==> src/rtl/mem_serializer_if.sv <==
// ROM-side bus and serial-output bundle for mem_serializer.
interface mem_serializer_if #(
    parameter int DATA_W = 8,
    parameter int ADDR_W = 3
);
    logic              start;
    logic [ADDR_W-1:0] mem_addr;
    logic [DATA_W-1:0] mem_data;
    logic              tx_bit;
    logic              bit_strobe;
    logic              busy;
    logic              done;

    modport master (
        input  start, mem_data,
        output mem_addr, tx_bit, bit_strobe, busy, done
    );

    modport slave (
        output start, mem_data,
        input  mem_addr, tx_bit, bit_strobe, busy, done
    );
endinterface

==> src/rtl/mem_serializer.sv <==
// Walks the ROM from address 0 to DEPTH-1, latching each word and shifting
// it out MSB first, each bit held for BIT_DIV clocks. Moore outputs only.
module mem_serializer #(
    parameter int DATA_W  = 8,
    parameter int ADDR_W  = 3,
    parameter int DEPTH   = 6,
    parameter int BIT_DIV = 4
) (
    input  logic clk,
    input  logic rst,
    mem_serializer_if.master bus
);
    localparam int BIT_W = (DATA_W > 1) ? $clog2(DATA_W) : 1;
    localparam int DIV_W = (BIT_DIV > 1) ? $clog2(BIT_DIV) : 1;

    localparam logic [BIT_W-1:0]  BIT_LAST  = BIT_W'(DATA_W - 1);
    localparam logic [DIV_W-1:0]  DIV_LAST  = DIV_W'(BIT_DIV - 1);
    localparam logic [ADDR_W-1:0] WORD_LAST = ADDR_W'(DEPTH - 1);

    typedef enum logic [1:0] {
        IDLE,
        FETCH,
        SHIFT,
        DONE
    } state_t;

    state_t            state_q, state_d;
    logic [ADDR_W-1:0] word_cnt_q, word_cnt_d;
    logic [BIT_W-1:0]  bit_cnt_q, bit_cnt_d;
    logic [DIV_W-1:0]  div_cnt_q, div_cnt_d;
    logic [DATA_W-1:0] shreg_q, shreg_d;

    // State and datapath registers, synchronous reset clears everything.
    always_ff @(posedge clk) begin
        if (rst) begin
            state_q    <= IDLE;
            word_cnt_q <= '0;
            bit_cnt_q  <= '0;
            div_cnt_q  <= '0;
            shreg_q    <= '0;
        end else begin
            state_q    <= state_d;
            word_cnt_q <= word_cnt_d;
            bit_cnt_q  <= bit_cnt_d;
            div_cnt_q  <= div_cnt_d;
            shreg_q    <= shreg_d;
        end
    end

    // Next-state and counter sequencing.
    always_comb begin
        state_d    = state_q;
        word_cnt_d = word_cnt_q;
        bit_cnt_d  = bit_cnt_q;
        div_cnt_d  = div_cnt_q;
        shreg_d    = shreg_q;
        case (state_q)
            IDLE: begin
                if (bus.start) begin
                    state_d    = FETCH;
                    word_cnt_d = '0;
                end
            end
            FETCH: begin
                shreg_d   = bus.mem_data;
                bit_cnt_d = '0;
                div_cnt_d = '0;
                state_d   = SHIFT;
            end
            SHIFT: begin
                if (div_cnt_q < DIV_LAST) begin
                    div_cnt_d = div_cnt_q + DIV_W'(1);
                end else if (bit_cnt_q < BIT_LAST) begin
                    shreg_d   = shreg_q << 1;
                    bit_cnt_d = bit_cnt_q + BIT_W'(1);
                    div_cnt_d = '0;
                end else if (word_cnt_q == WORD_LAST) begin
                    state_d = DONE;
                end else begin
                    word_cnt_d = word_cnt_q + ADDR_W'(1);
                    state_d    = FETCH;
                end
            end
            DONE: begin
                word_cnt_d = '0;
                state_d    = IDLE;
            end
            default: state_d = IDLE;
        endcase
    end

    // Output decode from registered state only.
    always_comb begin
        bus.mem_addr   = '0;
        bus.tx_bit     = 1'b0;
        bus.bit_strobe = 1'b0;
        bus.busy       = 1'b0;
        bus.done       = 1'b0;
        case (state_q)
            FETCH: begin
                bus.mem_addr = word_cnt_q;
                bus.busy     = 1'b1;
            end
            SHIFT: begin
                bus.mem_addr   = word_cnt_q;
                bus.busy       = 1'b1;
                bus.tx_bit     = shreg_q[DATA_W-1];
                bus.bit_strobe = (div_cnt_q == '0);
            end
            DONE: begin
                bus.mem_addr = word_cnt_q;
                bus.busy     = 1'b1;
                bus.done     = 1'b1;
            end
            default: ;
        endcase
    end
endmodule

==> src/flat_wrapper.sv <==
// flat-port wrapper written by rule: the top's interface ports become plain ports
module mem_serializer_flat 
#(
    parameter int DATA_W  = 8,
    parameter int ADDR_W  = 3,
    parameter int DEPTH   = 6,
    parameter int BIT_DIV = 4
)
  (clk, rst, bus_start, bus_mem_data, bus_mem_addr, bus_tx_bit, bus_bit_strobe, bus_busy, bus_done);
  mem_serializer_if #(.DATA_W(DATA_W), .ADDR_W(ADDR_W)) bus_i ();
  input  logic clk;
  input  logic rst;
  input wire logic [$bits(bus_i.start)-1:0] bus_start;
  input wire logic [$bits(bus_i.mem_data)-1:0] bus_mem_data;
  output wire logic [$bits(bus_i.mem_addr)-1:0] bus_mem_addr;
  output wire logic [$bits(bus_i.tx_bit)-1:0] bus_tx_bit;
  output wire logic [$bits(bus_i.bit_strobe)-1:0] bus_bit_strobe;
  output wire logic [$bits(bus_i.busy)-1:0] bus_busy;
  output wire logic [$bits(bus_i.done)-1:0] bus_done;
  assign bus_i.start = bus_start;
  assign bus_i.mem_data = bus_mem_data;
  assign bus_mem_addr = bus_i.mem_addr;
  assign bus_tx_bit = bus_i.tx_bit;
  assign bus_bit_strobe = bus_i.bit_strobe;
  assign bus_busy = bus_i.busy;
  assign bus_done = bus_i.done;
  mem_serializer #(.DATA_W(DATA_W), .ADDR_W(ADDR_W), .DEPTH(DEPTH), .BIT_DIV(BIT_DIV)) u_core (.clk(clk), .rst(rst), .bus(bus_i));
endmodule
==> config.mk <==
export PLATFORM = sky130hd
export DESIGN_NAME = mem_serializer_flat
export DESIGN_NICKNAME = d
export VERILOG_FILES = /design/src/rtl/mem_serializer_if.sv /design/src/rtl/mem_serializer.sv /design/src/flat_wrapper.sv
export SDC_FILE = /design/constraint.sdc
export NUM_CORES = 1
export LEC_CHECK = 0
export BUFFER_PORTS_ARGS = -buffer_cell sky130_fd_sc_hd__buf_2
export CAP_MARGIN = 20
export CORE_MARGIN = 2
export CORE_UTILIZATION = 25
export CTS_CLUSTER_SIZE = 30
export DETAILED_ROUTE_END_ITERATION = 7
export GPL_TIMING_DRIVEN = 0
export PLACE_DENSITY = 0.47
export SYNTH_ARGS = -nofsm -noshare
export SYNTH_HDL_FRONTEND = slang
export SYNTH_SLANG_ARGS = --single-unit
==> constraint.sdc <==
create_clock -name clk -period 1.7 [get_ports clk]
set_input_delay 0.17 -clock clk [delete_from_list [all_inputs] [get_ports clk]]
set_output_delay 0.17 -clock clk [all_outputs]
set_load 0.005 [all_outputs]
# Yosys cells after proc, flatten, opt, wreduce, memory -nomap -nowiden
# Index checks and enable logic that the tools add are counted.
[totals]
regBits = 18
output_inout_bits = 7
elab_cells = 53
[classes]
addsub = 3
n_lt_le_gt_ge = 2
n_eq_ne = 10
muxes = 24
reduce_logical = 9
[ops]
columns = ["cell", "n"]
rows = [
  ["3-bit two-way mux", 7],
  ["8-bit two-way mux", 2],
  ["8-bit one-hot mux with 2 select lines", 1],
  ["2-bit two-way mux", 6],
  ["3-bit one-hot mux with 3 select lines", 1],
  ["2-bit != test (second input constant)", 4],
  ["2-bit one-hot mux with 4 select lines", 1],
  ["3-bit by 1-bit adder with 3-bit output (second input constant)", 2],
  ["3-bit one-hot mux with 2 select lines", 1],
  ["3-bit AND reduction", 2],
  ["5-bit AND reduction", 1],
  ["2-bit == test (second input constant)", 2],
  ["2-bit zero test", 2],
  ["1-bit two-way mux", 4],
  ["2-bit one-hot mux with 2 select lines", 1],
  ["3-bit == test (second input constant)", 1],
  ["3-bit < comparator (second input constant)", 1],
  ["3-bit by 1-bit != test with 1-bit output (second input constant)", 1],
  ["3-bit nonzero test", 1],
  ["3-bit OR reduction", 1],
  ["2-bit by 1-bit adder with 2-bit output (second input constant)", 1],
  ["2-bit by 1-bit == test with 1-bit output (second input constant)", 1],
  ["2-bit < comparator (second input constant)", 1],
  ["2-bit by 1-bit != test with 1-bit output (second input constant)", 1],
  ["2 further kinds", 2],
]

# Logic depth before layout (Yosys ltp)
[depth]
depth_word = 5
ltp_mapped = 8
depth_no_buf = 6

# Least setup slack after synthesis
# No wires, ideal clock.
[synth_timing]
path_type = "register -> register"
from = "register u_core.state_q[0]"
to = "register u_core.shreg_q[3]"
setup_ns = 0.079
arrival_ns = 1.397
required_ns = 1.621
slack_ns = 0.223
path_stages_with_launch = 8
path_buffers = 1
path_cell_list = "dfxtp_1 -> inv_1 -> ha_1 -> nand4_2 -> o211a_4 -> buf_12 -> nor2_2 -> a211oi_2"
[synth_via]
elab_chain_cells = 3
[synth_rtl]
columns = ["item", "line", "text"]
rows = [
  ["start, declared", "mem_serializer.sv:27", "state_t state_q, state_d;"],
  ["start signal, assigned", "mem_serializer.sv:42", "state_q <= state_d;"],
  ["2-bit == test / 2-bit by 1-bit == test with 1-bit output (equally long branches)", "mem_serializer.sv:57", "case (state_q)"],
  ["2-bit by 1-bit != test with 1-bit output (no source line), or another cell as far along", "--", ""],
  ["3-bit AND reduction (no source line)", "--", ""],
  ["end signal, assigned", "mem_serializer.sv:46", "shreg_q <= shreg_d;"],
  ["end, declared", "mem_serializer.sv:31", "logic [DATA_W-1:0] shreg_q, shreg_d;"],
]
# Parallel ways exist; a longest one is shown, timed or not.
# A chain may end at the register's enable or synchronous reset.

# Final worst setup path
[layout_timing]
from = "register u_core.state_q[0]"
to = "register u_core.word_cnt_q[2]"
[layout_via]
elab_chain_cells = 3
[layout_rtl]
columns = ["item", "line", "text"]
rows = [
  ["2-bit == test / 2-bit zero test (equally long branches)", "mem_serializer.sv:57", ""],
  ["2-bit != test (no source line) / 3-bit nonzero test (equally long branches)", "--", ""],
  ["5-bit AND reduction (no source line)", "--", ""],
  ["end signal, assigned", "mem_serializer.sv:43", "word_cnt_q <= word_cnt_d;"],
  ["end, declared", "mem_serializer.sv:28", "logic [ADDR_W-1:0] word_cnt_q, word_cnt_d;"],
]
# Parallel ways exist; a longest one is shown, timed or not.

==> flow_summary.ini <==
[run_status]
outcome = completed

[yosys]
post_synth_main_area_contributors = sky130_fd_sc_hd__dfxtp_1, sky130_fd_sc_hd__ha_1, sky130_fd_sc_hd__mux2i_1
synthesis.area_sq_mm = 0.00116
syn_nets = 144
ys_seq_area_share_pct = 31.2
post_synth_top_area_cell = sky130_fd_sc_hd__dfxtp_1
post_synth_num_cell_types = 39
post-synth-top-area-fraction_pct = 31.2
ys_warn_count = 0
postSynthCellCount = 121
syn-mean-instance-area_sq_um = 9.55
ys_ff_latch = 18

[critical_path]
worstPathCellList = inv_2 > ha_1 > and2b_4 > nor3_4 > mux2i_1 > a21oi_1
critical_path.endpoint_type = flop
critical_path_arrival_ns = 1.66
critPathBufInv = 1
critical_path.max_stage_delay_ns = 0.38
critPathLaunchType = flop
critical_path.top_delay_family = simple AND/OR/NAND/NOR gates
required_time_of_the_worst_setup_path_ns = 1.84
critPathKind = reg2reg
timing.critical_path.slowest_stage_cell = sky130_fd_sc_hd__dfxtp_2
crit_path_max_fanout = 5

[power_and_ir_drop]
p_leak_nw = 0.559
swShare_pct = 38.3
vdd_drop_max_mv = 0.527
internal_power_w = 0.00123
seq_power_share_pct = 30.0
power_density_mw_per_mm2 = 1440
pwr-share-comb_pct = 52.2
clock_network_power_share_pct = 17.9
power.switching_w = 0.000765

[route]
total_routed_length_microns = 2400
drt.antenna.violating_nets = 0
first_pass_iters = 4
detailed_route_iter0_violations = 30
vias_per_cell = 4.68
routedWlPerCell_microns = 12.3
via_count = 913
number_of_remaining_drc_errors = 0

[clocking]
post_cts_hold_buffer_count = 0
ctsRootBufferMaster = sky130_fd_sc_hd__clkbuf_8
clkLatencyLatePin_ns = 0.25
worst_setup_hold_path_clk_slew_ns = 0.07
htreeDepth = 1
ctsLongestPathBuffers = 2
cts_num_sinks = 18
cts_tree = yes
tritoncts_buffers = 3

[global_routing]
grt_antenna_before_repair = 0
grt-ovfl-total = 0
grt_first_pass_wirelength_microns = 4280
grt_pass1_vias = 929
pin_count_of_the_biggest_net_entering_global_routing = 20
global_route.usage.total_pct = 10.5

[place]
place_congestion = 0.690
io_buffers = 17
place_hpwl_microns = 1820
post-place-ws_ns = -0.0112
placed_cell_area_sq_mm = 0.00131

[sta]
timing.final.hold_violations = 0
maxClockFrequency_ghz = 0.657
fin_crit_ns = 1.52
timing.final.setup_violations = 0
post-route-period-util_pct = 89.6
worst_slew_pin_slew_ns = 0.307
headroom_to_the_max_slew_limit_pct = 79.4
unrepaired_setup_endpoints_after_global_routing = no
finalClockSkew_ns = 0.00385
final-max-slew-violation-count = 0
final.hold.worst_slack_ns = 0.255
layout_setup_ws_ns = 0.177

[layout]
finish.instance_area_sq_mm = 0.00139
total_inserted_antenna_cells = 0
area.growth.synth_to_final_pct = 20.0
nets = 167
post_route_cells_drive_above_1_share_pct = 33.6
postLayoutCoreUtil_pct = 31.4

[die]
design.core.area_sq_mm = 0.00441
starting_density_of_the_core_pct = 26.2
floorplan.die_area_sq_mm = 0.00518
die_h_microns = 72.0
dieWidth_microns = 72.0
top_level_i_o_count = 18
placement_rows = 24

[job]
max-cap-violations = 0

[min_path]
worst_hold_class = in2reg
[synthesized netlist by cell type]
cell                        instances
sky130_fd_sc_hd__a211o_1            1
sky130_fd_sc_hd__a211oi_1           1
sky130_fd_sc_hd__a211oi_2           7
sky130_fd_sc_hd__a21oi_1            4
sky130_fd_sc_hd__a22o_1             1
sky130_fd_sc_hd__a22oi_1            1
sky130_fd_sc_hd__a2bb2oi_1          1
sky130_fd_sc_hd__a31oi_1            1
sky130_fd_sc_hd__and2_1             2
sky130_fd_sc_hd__and2b_4            1
sky130_fd_sc_hd__buf_12             1
sky130_fd_sc_hd__buf_2              2
sky130_fd_sc_hd__buf_4              1
sky130_fd_sc_hd__buf_6              1
sky130_fd_sc_hd__dfxtp_1           18
sky130_fd_sc_hd__ha_1              12
sky130_fd_sc_hd__inv_1             11
sky130_fd_sc_hd__mux2_2             1
sky130_fd_sc_hd__mux2i_1            9
sky130_fd_sc_hd__nand2_1            5
sky130_fd_sc_hd__nand2b_1           1
sky130_fd_sc_hd__nand2b_2           1
sky130_fd_sc_hd__nand3_1            2
sky130_fd_sc_hd__nand3b_1           1
sky130_fd_sc_hd__nand4_2            1
sky130_fd_sc_hd__nor2_1            10
sky130_fd_sc_hd__nor2_2             4
sky130_fd_sc_hd__nor2b_1            5
sky130_fd_sc_hd__nor3_1             3
sky130_fd_sc_hd__nor3_4             1
sky130_fd_sc_hd__o2111ai_1          1
sky130_fd_sc_hd__o211a_4            1
sky130_fd_sc_hd__o21a_1             1
sky130_fd_sc_hd__o21ai_0            1
sky130_fd_sc_hd__o21ai_1            2
sky130_fd_sc_hd__o22a_1             1
sky130_fd_sc_hd__o22ai_1            2
sky130_fd_sc_hd__o311ai_1           1
sky130_fd_sc_hd__o41ai_1            1
[per-stage QoR]
step	std cells	TNS (ns)	power, W
detailed placement	190	-0.0162	0.00160
finish	195	0	0.00200
global route	195	0	0.00215
CTS	193	0	0.00195
floorplan	121	0	0.00140
global placement	190	0	0.00157
[per-layer routing]
layer	wire, microns	part of all wire (%)	track usage [%]	vias up
met1	1150	48	13.6	421
met4	19	0.79	2.52	0
met5	0	0	0	-
met2	1090	45	17.0	21
met3	140	5.8	3.19	2
li1	-	-	-	469
[worst paths after layout]
kind / endpoint / slack, ns / cells past startpoint / startpoint
max: u_core.word_cnt_q[2] / 0.18 / 6 / u_core.state_q[0]
min: u_core.div_cnt_q[1] / 0.26 / 4 / rst
max reg2reg: u_core.word_cnt_q[2] / 0.18 / 6 / u_core.state_q[0]
min reg2reg: u_core.word_cnt_q[0] / 0.51 / 1 / u_core.word_cnt_q[0]
[what timing repair did]
action / in CTS / in global routing
pin swaps: 0 / 1
setup buffers: 0 / 2
resized for setup: 2 / 4
endpoints found under the setup margin: 4 / 3
[cells by family (layout without fill, tap and decap cells)]
kind of cell / count (synthesis) / count (layout) / synth area share, %
AO/OA/AOI/OAI: 28 / 28 / 21.0
buffers and inverters: 16 / 38 / 7.79
AND/OR/NAND/NOR: 37 / 37 / 18.3
flip-flops: 18 / 18 / 31.2
adder cells (fa/ha/maj): 12 / 12 / 13.0
multiplexers: 10 / 10 / 8.77
[worst min-delay path, delay by kind of cell]
| kind | cells | cell delay (ns) |
|---|---|---|
| AO/OA/AOI/OAI | 1 | 0.09 |
| AND/OR/NAND/NOR | 2 | 0.11 |
| buffers and inverters | 1 | 0.09 |
[power by group through the flow]
stage	sequential [W]	combinational, W	clock, W
2_1_floorplan	0.000577	0.000821	0
3_3_place_gp	0.000591	0.000979	0
3_5_place_dp	0.000596	0.00100	0
4_1_cts	0.000590	0.000992	0.000369
5_1_grt	0.000613	0.00115	0.000389
6_report	0.000599	0.00104	0.000357
[final cells by class]
cell class | instances | area [sq um]
buffer | 4 | 45.0
clock buffer | 4 | 55.1
fill | 467 | 3030
inverter | 11 | 41.3
multi-input combinational | 87 | 718
sequential | 18 | 363
tap | 52 | 65.1
timing repair buffer | 19 | 100
[state kept, by name (all words and copies together) (netlist names)]
register,cells
u_core.shreg_q,8
u_core.state_q,2
u_core.bit_cnt_q,3
u_core.word_cnt_q,3
u_core.div_cnt_q,2
[cells in the final DEF (no fill, tap or decap), drive strengths merged, types with 2 or more instances in the layout]
cell type,n
o21ai,3
a21oi,4
o22ai,2
a211oi,8
nand3,2
clkbuf,4
nand2,5
mux2i,9
inv,11
nor2b,5
nand2b,2
buf,23
ha,12
and2,2
nor2,14
dfxtp,18
nor3,4
Power figures use the tool's default switching activity.
